### config.mk
export PLATFORM = sky130hd
export DESIGN_NAME = fir_serial_mac
export DESIGN_NICKNAME = d
export VERILOG_FILES = /design/src/rtl/fir_serial_mac.sv
export SDC_FILE = /design/constraint.sdc
export NUM_CORES = 2
export LEC_CHECK = 0
export ABC_AREA = 1
export CAP_MARGIN = 30
export CORE_MARGIN = 2
export CORE_UTILIZATION = 42
export DETAILED_ROUTE_END_ITERATION = 10
export PLACE_DENSITY = 0.6
export SYNTH_ARGS = -nofsm -noshare
export SYNTH_HDL_FRONTEND = slang
export SYNTH_SLANG_ARGS = --single-unit
export TNS_END_PERCENT = 30
### constraint.sdc
create_clock -name clk_slow_i -period 15.1 [get_ports clk_slow_i]
set_input_delay 3.02 -clock clk_slow_i [delete_from_list [all_inputs] [get_ports clk_slow_i]]
set_output_delay 3.02 -clock clk_slow_i [all_outputs]
set_load 0.05 [all_outputs]
### src/rtl/fir_serial_mac.sv
// Serial-MAC FIR filter: one multiplier and one accumulator iterated over TAPS cycles per sample.
// Samples, coefficients and the output are sign-magnitude Q1.(DATA_W-1); coefficients load at
// run time through a write port that is only open while the block is idle.
// Build option: define FIR_SAT_EN to clamp the output magnitude instead of wrapping it.
module fir_serial_mac #(
    parameter int unsigned DATA_W = 16,
    parameter int unsigned TAPS   = 30,
    parameter int unsigned AW     = $clog2(TAPS)
) (
    input  logic              clk_slow_i,
    input  logic              rst_ni,
    input  logic [DATA_W-1:0] in_data_i,
    input  logic              in_valid_i,
    output logic              in_ready_o,
    input  logic              coef_wr_en_i,
    input  logic [AW-1:0]     coef_addr_i,
    input  logic [DATA_W-1:0] coef_data_i,
    output logic              coef_wr_err_o,
    output logic [DATA_W-1:0] fir_out_o,
    output logic              out_valid_o
);

    localparam int unsigned MagW  = DATA_W - 1;
    localparam int unsigned ProdW = 2 * MagW;
    localparam int unsigned AccW  = ProdW + AW + 1;

    localparam logic [AW:0]   TapsL = (AW+1)'(TAPS);
    localparam logic [AW-1:0] LastK = AW'(TAPS - 1);

    typedef enum logic [1:0] {StIdle, StAccum, StDone} state_e;

    state_e              state_q, state_d;
    logic [AW-1:0]       k_q, k_d;
    logic [AW-1:0]       wp_q, wp_d;
    logic [AccW-1:0]     acc_q, acc_d;
    logic [DATA_W-1:0]   fir_out_q, fir_out_d;
    logic                out_valid_q, out_valid_d;
    logic                coef_wr_err_q, coef_wr_err_d;

    logic [DATA_W-1:0]   hist_q [TAPS];
    logic [DATA_W-1:0]   coef_q [TAPS];

    logic [AW-1:0]       rd_idx;
    logic [DATA_W-1:0]   x_op, c_op;
    logic [ProdW-1:0]    prod_mag;
    logic [AccW-1:0]     prod_ext, prod_tc, acc_sum, acc_abs;
    logic                acc_neg;
    logic [MagW-1:0]     out_mag;
    logic [DATA_W-1:0]   out_word;
    logic                unused_acc_bits;

    logic                accept;
    logic                coef_we;

    assign accept  = (state_q == StIdle) && in_valid_i;
    assign coef_we = (state_q == StIdle) && coef_wr_en_i && ({1'b0, coef_addr_i} < TapsL);

    // Datapath: tap product, running sum and conversion back to sign-magnitude.
    always_comb begin
        // History index wp-k modulo TAPS; the newest sample sits at wp during ACCUM.
        rd_idx = (wp_q >= k_q) ? (wp_q - k_q)
                               : AW'(TapsL + {1'b0, wp_q} - {1'b0, k_q});
        x_op     = hist_q[rd_idx];
        c_op     = coef_q[k_q];
        prod_mag = ProdW'(x_op[MagW-1:0]) * ProdW'(c_op[MagW-1:0]);
        prod_ext = {{(AccW-ProdW){1'b0}}, prod_mag};
        // A -0 operand gives a zero magnitude, so its negation is still zero.
        prod_tc  = (x_op[MagW] ^ c_op[MagW]) ? (~prod_ext + 1'b1) : prod_ext;
        acc_sum  = acc_q + prod_tc;
        acc_neg  = acc_sum[AccW-1];
        acc_abs  = acc_neg ? (~acc_sum + 1'b1) : acc_sum;
`ifdef FIR_SAT_EN
        out_mag         = (|acc_abs[AccW-1:ProdW]) ? {MagW{1'b1}} : acc_abs[ProdW-1:MagW];
        unused_acc_bits = ^acc_abs[MagW-1:0];
`else
        out_mag         = acc_abs[ProdW-1:MagW];
        unused_acc_bits = ^{acc_abs[AccW-1:ProdW], acc_abs[MagW-1:0]};
`endif
        // Never emit -0.
        out_word = {acc_neg & (|out_mag), out_mag};
    end

    // Next-state logic for the IDLE -> ACCUM -> DONE sequence.
    always_comb begin
        state_d       = state_q;
        k_d           = k_q;
        wp_d          = wp_q;
        acc_d         = acc_q;
        fir_out_d     = fir_out_q;
        out_valid_d   = 1'b0;
        coef_wr_err_d = coef_wr_en_i && (state_q != StIdle);
        unique case (state_q)
            StIdle: begin
                if (in_valid_i) begin
                    acc_d   = '0;
                    k_d     = '0;
                    state_d = StAccum;
                end
            end
            StAccum: begin
                acc_d = acc_sum;
                if (k_q == LastK) begin
                    // Result is registered on the way into DONE so it is visible during DONE.
                    k_d         = '0;
                    wp_d        = (wp_q == LastK) ? '0 : wp_q + 1'b1;
                    fir_out_d   = out_word;
                    out_valid_d = 1'b1;
                    state_d     = StDone;
                end else begin
                    k_d = k_q + 1'b1;
                end
            end
            StDone: begin
                state_d = StIdle;
            end
            default: begin
                state_d = StIdle;
            end
        endcase
    end

    // Control and output registers.
    always_ff @(posedge clk_slow_i or negedge rst_ni) begin
        if (!rst_ni) begin
            state_q       <= StIdle;
            k_q           <= '0;
            wp_q          <= '0;
            acc_q         <= '0;
            fir_out_q     <= '0;
            out_valid_q   <= 1'b0;
            coef_wr_err_q <= 1'b0;
        end else begin
            state_q       <= state_d;
            k_q           <= k_d;
            wp_q          <= wp_d;
            acc_q         <= acc_d;
            fir_out_q     <= fir_out_d;
            out_valid_q   <= out_valid_d;
            coef_wr_err_q <= coef_wr_err_d;
        end
    end

    // Sample history and coefficient store; a same-cycle coefficient write lands before ACCUM.
    always_ff @(posedge clk_slow_i or negedge rst_ni) begin
        if (!rst_ni) begin
            for (int unsigned i = 0; i < TAPS; i++) begin
                hist_q[i] <= '0;
                coef_q[i] <= '0;
            end
        end else begin
            if (accept) begin
                hist_q[wp_q] <= in_data_i;
            end
            if (coef_we) begin
                coef_q[coef_addr_i] <= coef_data_i;
            end
        end
    end

    assign in_ready_o    = (state_q == StIdle);
    assign coef_wr_err_o = coef_wr_err_q;
    assign fir_out_o     = fir_out_q;
    assign out_valid_o   = out_valid_q;

endmodule

==> out/qor.csv <==
metric,value,unit
YS warnings,0,
CORE AREA,137000,sq um
CTS tree,done,
multi-input logic area,28000,sq um
Layout Skew,0.0756,ns
Crit Reg-Reg Startpoint,k_q[4]$_DFFE_PN0P_,
CTS buffer count,113,
Layout area overhead,12.2,%
gr usage total,26.1,%
CTS Buffer Depth,3,
die area,141000,sq um
CP Class,reg2reg,
# H-tree levels,3,
Resized cells post-CTS,0,
Die W,376,um
Via density,5.46,
post-synth net total,7714,
"slowest stage delay, CP",0.78,ns
final WL,183000,um
CP endpoint kind,flop,
Hold Path Class,reg2reg,
GRT busiest layer,met2,
clk_lat worst skew,0.78,ns
Detail Placement HPWL,123000,um
vias in the first global route,47600,
"Seq/Total Area, Yosys",44.2,%
vias,49600,
Buf/Inv on CP,12,
Synth Flop Type,dfrtp_1,
fill count,13500,
IO Count,60,
# Post-CTS Setup Buffers,0,
M3 GR Usage,3.47,%
hold depth,2,
Synth Area in Compound Gates,17.4,%
fin crit share,89.4,%
CTS Root Cell,clkbuf_16,
number of routed nets with antenna violations,0,
post-synthesis mux area share,0.190,%
DR pass1 iterations,6,
layout cells sized above 1,6.35,%
Pins Over Slew Limit,0,
total clock sinks,1026,
crit-path max FO,70,
DR WL/cell,20.1,um
setup violators final,0,
Post-synth ARST share,100,%
Non-Filler Instances,9091,
Initial Util,42.3,%
grt met2 use,40.4,%
"EDFF count, synth",0,
R2R Setup Slk,1.60,ns
"FF+latch count, synth",1026,
"Largest delay share family, worst path",simple AND/OR/NAND/NOR gates,
post-synthesis simple-gate area fraction,20.0,%
sequential cell area,25700,sq um
Placement Setup Slack,1.89,ns
"Reg clk slew, reported paths",0.06,ns
PnR worst setup slack,1.60,ns
largest family of logic cells by synthesized area,simple AND/OR/NAND/NOR gates,
die span in y,376,um
Layout Nets,7558,
Max Cap Viol,0,
"Cell Area, Synth",58100,sq um
Unique masters post-synth,58,
crit path DAT,14.11,ns
HP Start,coef_q[242]$_DFFE_PN0P_,
final worst path period need,13.50,ns
Worst R2R Path Depth,63,
Least-Margin Pin Slew,1.01,ns
Placer Congestion,0.933,
RSZ-0062 raised after global routing,false,
global-route wire length before repair,287000,um
Critical Path Most Common Cell,nand2_1,
final hold violation count,0,
Startpoint Class,flop,
initial antenna violation count,1,
status,"finished, final reports clean",
Mapped Cells,7354,
Post-Syn Area per Cell,7.90,sq um
DRC errors left,0,
Max transition margin,32.4,%
Synth Area in XOR/XNOR,1.23,%
setup TNS,0,ns
total gr overflow,0,
row count,136,
critical path launch point,k_q[4]$_DFFE_PN0P_,
Max Clk Rate,74.1,MHz
Hold Path Sink,coef_q[242]$_DFFE_PN0P_,
IO Port Bufs,59,
Post-Synth Adder-Cell Area,9.07,%
largest net degree at the start of global routing,170,
# hold bufs at CTS,0,
iteration-0 DRC count of the detailed router,4849,
Placed Instances,8874,
met1 GRT Util,38.3,%
critical path required time,15.71,ns
CP max stage cell,dfrtp_1,
RR Endpoint,fir_out_o[15]$_DFFE_PN0P_,
layer usage:
layer / up-vias / wire, um
li1: 23700 / -
met1: 24300 / 85200
met2: 1493 / 82100
met3: 229 / 11500
met4: 2 / 4250
met5: - / 15
state kept, by name, summed over array words and instances (netlist names):
signal,flops
state_q,2
out_valid_o,1
wp_q,5
k_q,5
coef_wr_err_o,1
acc_q,36
hist_q,480
coef_q,480
fir_out_o,16
layout by cell type (no fill, tap or decap), types with 30 or more instances in the layout:
cell,count
o311ai_0,58
nand2_1,1819
xor2_1,53
nor2_1,663
ha_1,148
a21oi_1,542
inv_1,664
clkbuf_8,35
buf_16,30
o211ai_1,103
buf_4,103
nand4_1,50
clkbuf_16,113
clkdlybuf4s50_1,58
nand3_1,239
fa_1,170
o21ai_0,955
nor3_1,37
a22oi_1,30
dfrtp_1,1023
cell families (layout without fill, tap and decap cells):
| logic type | count (synthesis) | after routing |
|---|---|---|
| mux | 11 | 11 |
| buf+inv | 1183 | 1125 |
| flops | 1026 | 1026 |
| fa+ha+maj | 319 | 319 |
| xor+xnor | 81 | 81 |
| simple gates | 2907 | 2907 |
| compound gates | 1827 | 1827 |
| other cells | 0 | 1 |
cell usage after synthesis (12+ instances only):
cell type	instances	area [sq um]
a31oi_1	18	113
o311ai_0	58	508
xnor2_1	27	236
buf_1	34	128
buf_2	45	225
dfrtp_1	1026	25700
a221o_1	12	120
a22oi_1	30	225
ha_1	149	1860
clkbuf_1	403	1510
nand2_1	1819	6830
inv_1	665	2500
xor2_1	53	464
fa_1	170	3400
inv_2	18	67.6
o21ai_0	957	4790
nand3_1	239	1200
a211oi_1	23	173
a21oi_1	542	2710
a32o_1	23	230
clkinv_1	13	48.8
o211ai_1	103	773
nand4_1	50	313
nor3_1	37	185
nor2_1	693	2600
nand2_2	16	100
worst max-delay path by stage:
stage	depth (start not counted)	slack [ns]	to
finish	63	1.60	fir_out_o[15]$_DFFE_PN0P_
global route	63	0.65	fir_out_o[15]$_DFFE_PN0P_
CTS	63	1.84	fir_out_o[15]$_DFFE_PN0P_
detailed placement	64	1.89	fir_out_o[15]$_DFFE_PN0P_
global placement	65	1.88	fir_out_o[15]$_DFFE_PN0P_
floorplan	69	3.50	fir_out_o[15]$_DFFE_PN0P_
per-stage QoR:
step	utilization (%)	area [sq um]	hold slack [ns]
after detailed placement	44.5	61100	0.464
after floorplan	-	58100	0.445
after CTS	47.4	65100	0.479
after global routing	47.4	65200	0.499
final	47.4	65200	0.477
after global placement	43.8	60100	0.460
worst min-delay path, stage by stage, from the launching register on:
cell and delay [ns]:
dfrtp_1 0.33, nand2_1 0.05, o21ai_0 0.06
cell type report:
class	count	area share (%)
well taps	1794	3.44
multi-input cells	5145	43.0
flip-flops and latches	1026	39.4
diodes	1	0.00384
repair buffers	216	3.97
inverters	696	4.03
clock inverters	47	0.945
clock buffers	166	5.18
Power is left out: the tool's default activity adds up to more than one toggle a clock period on the data nets, which glitch-free logic cannot reach.
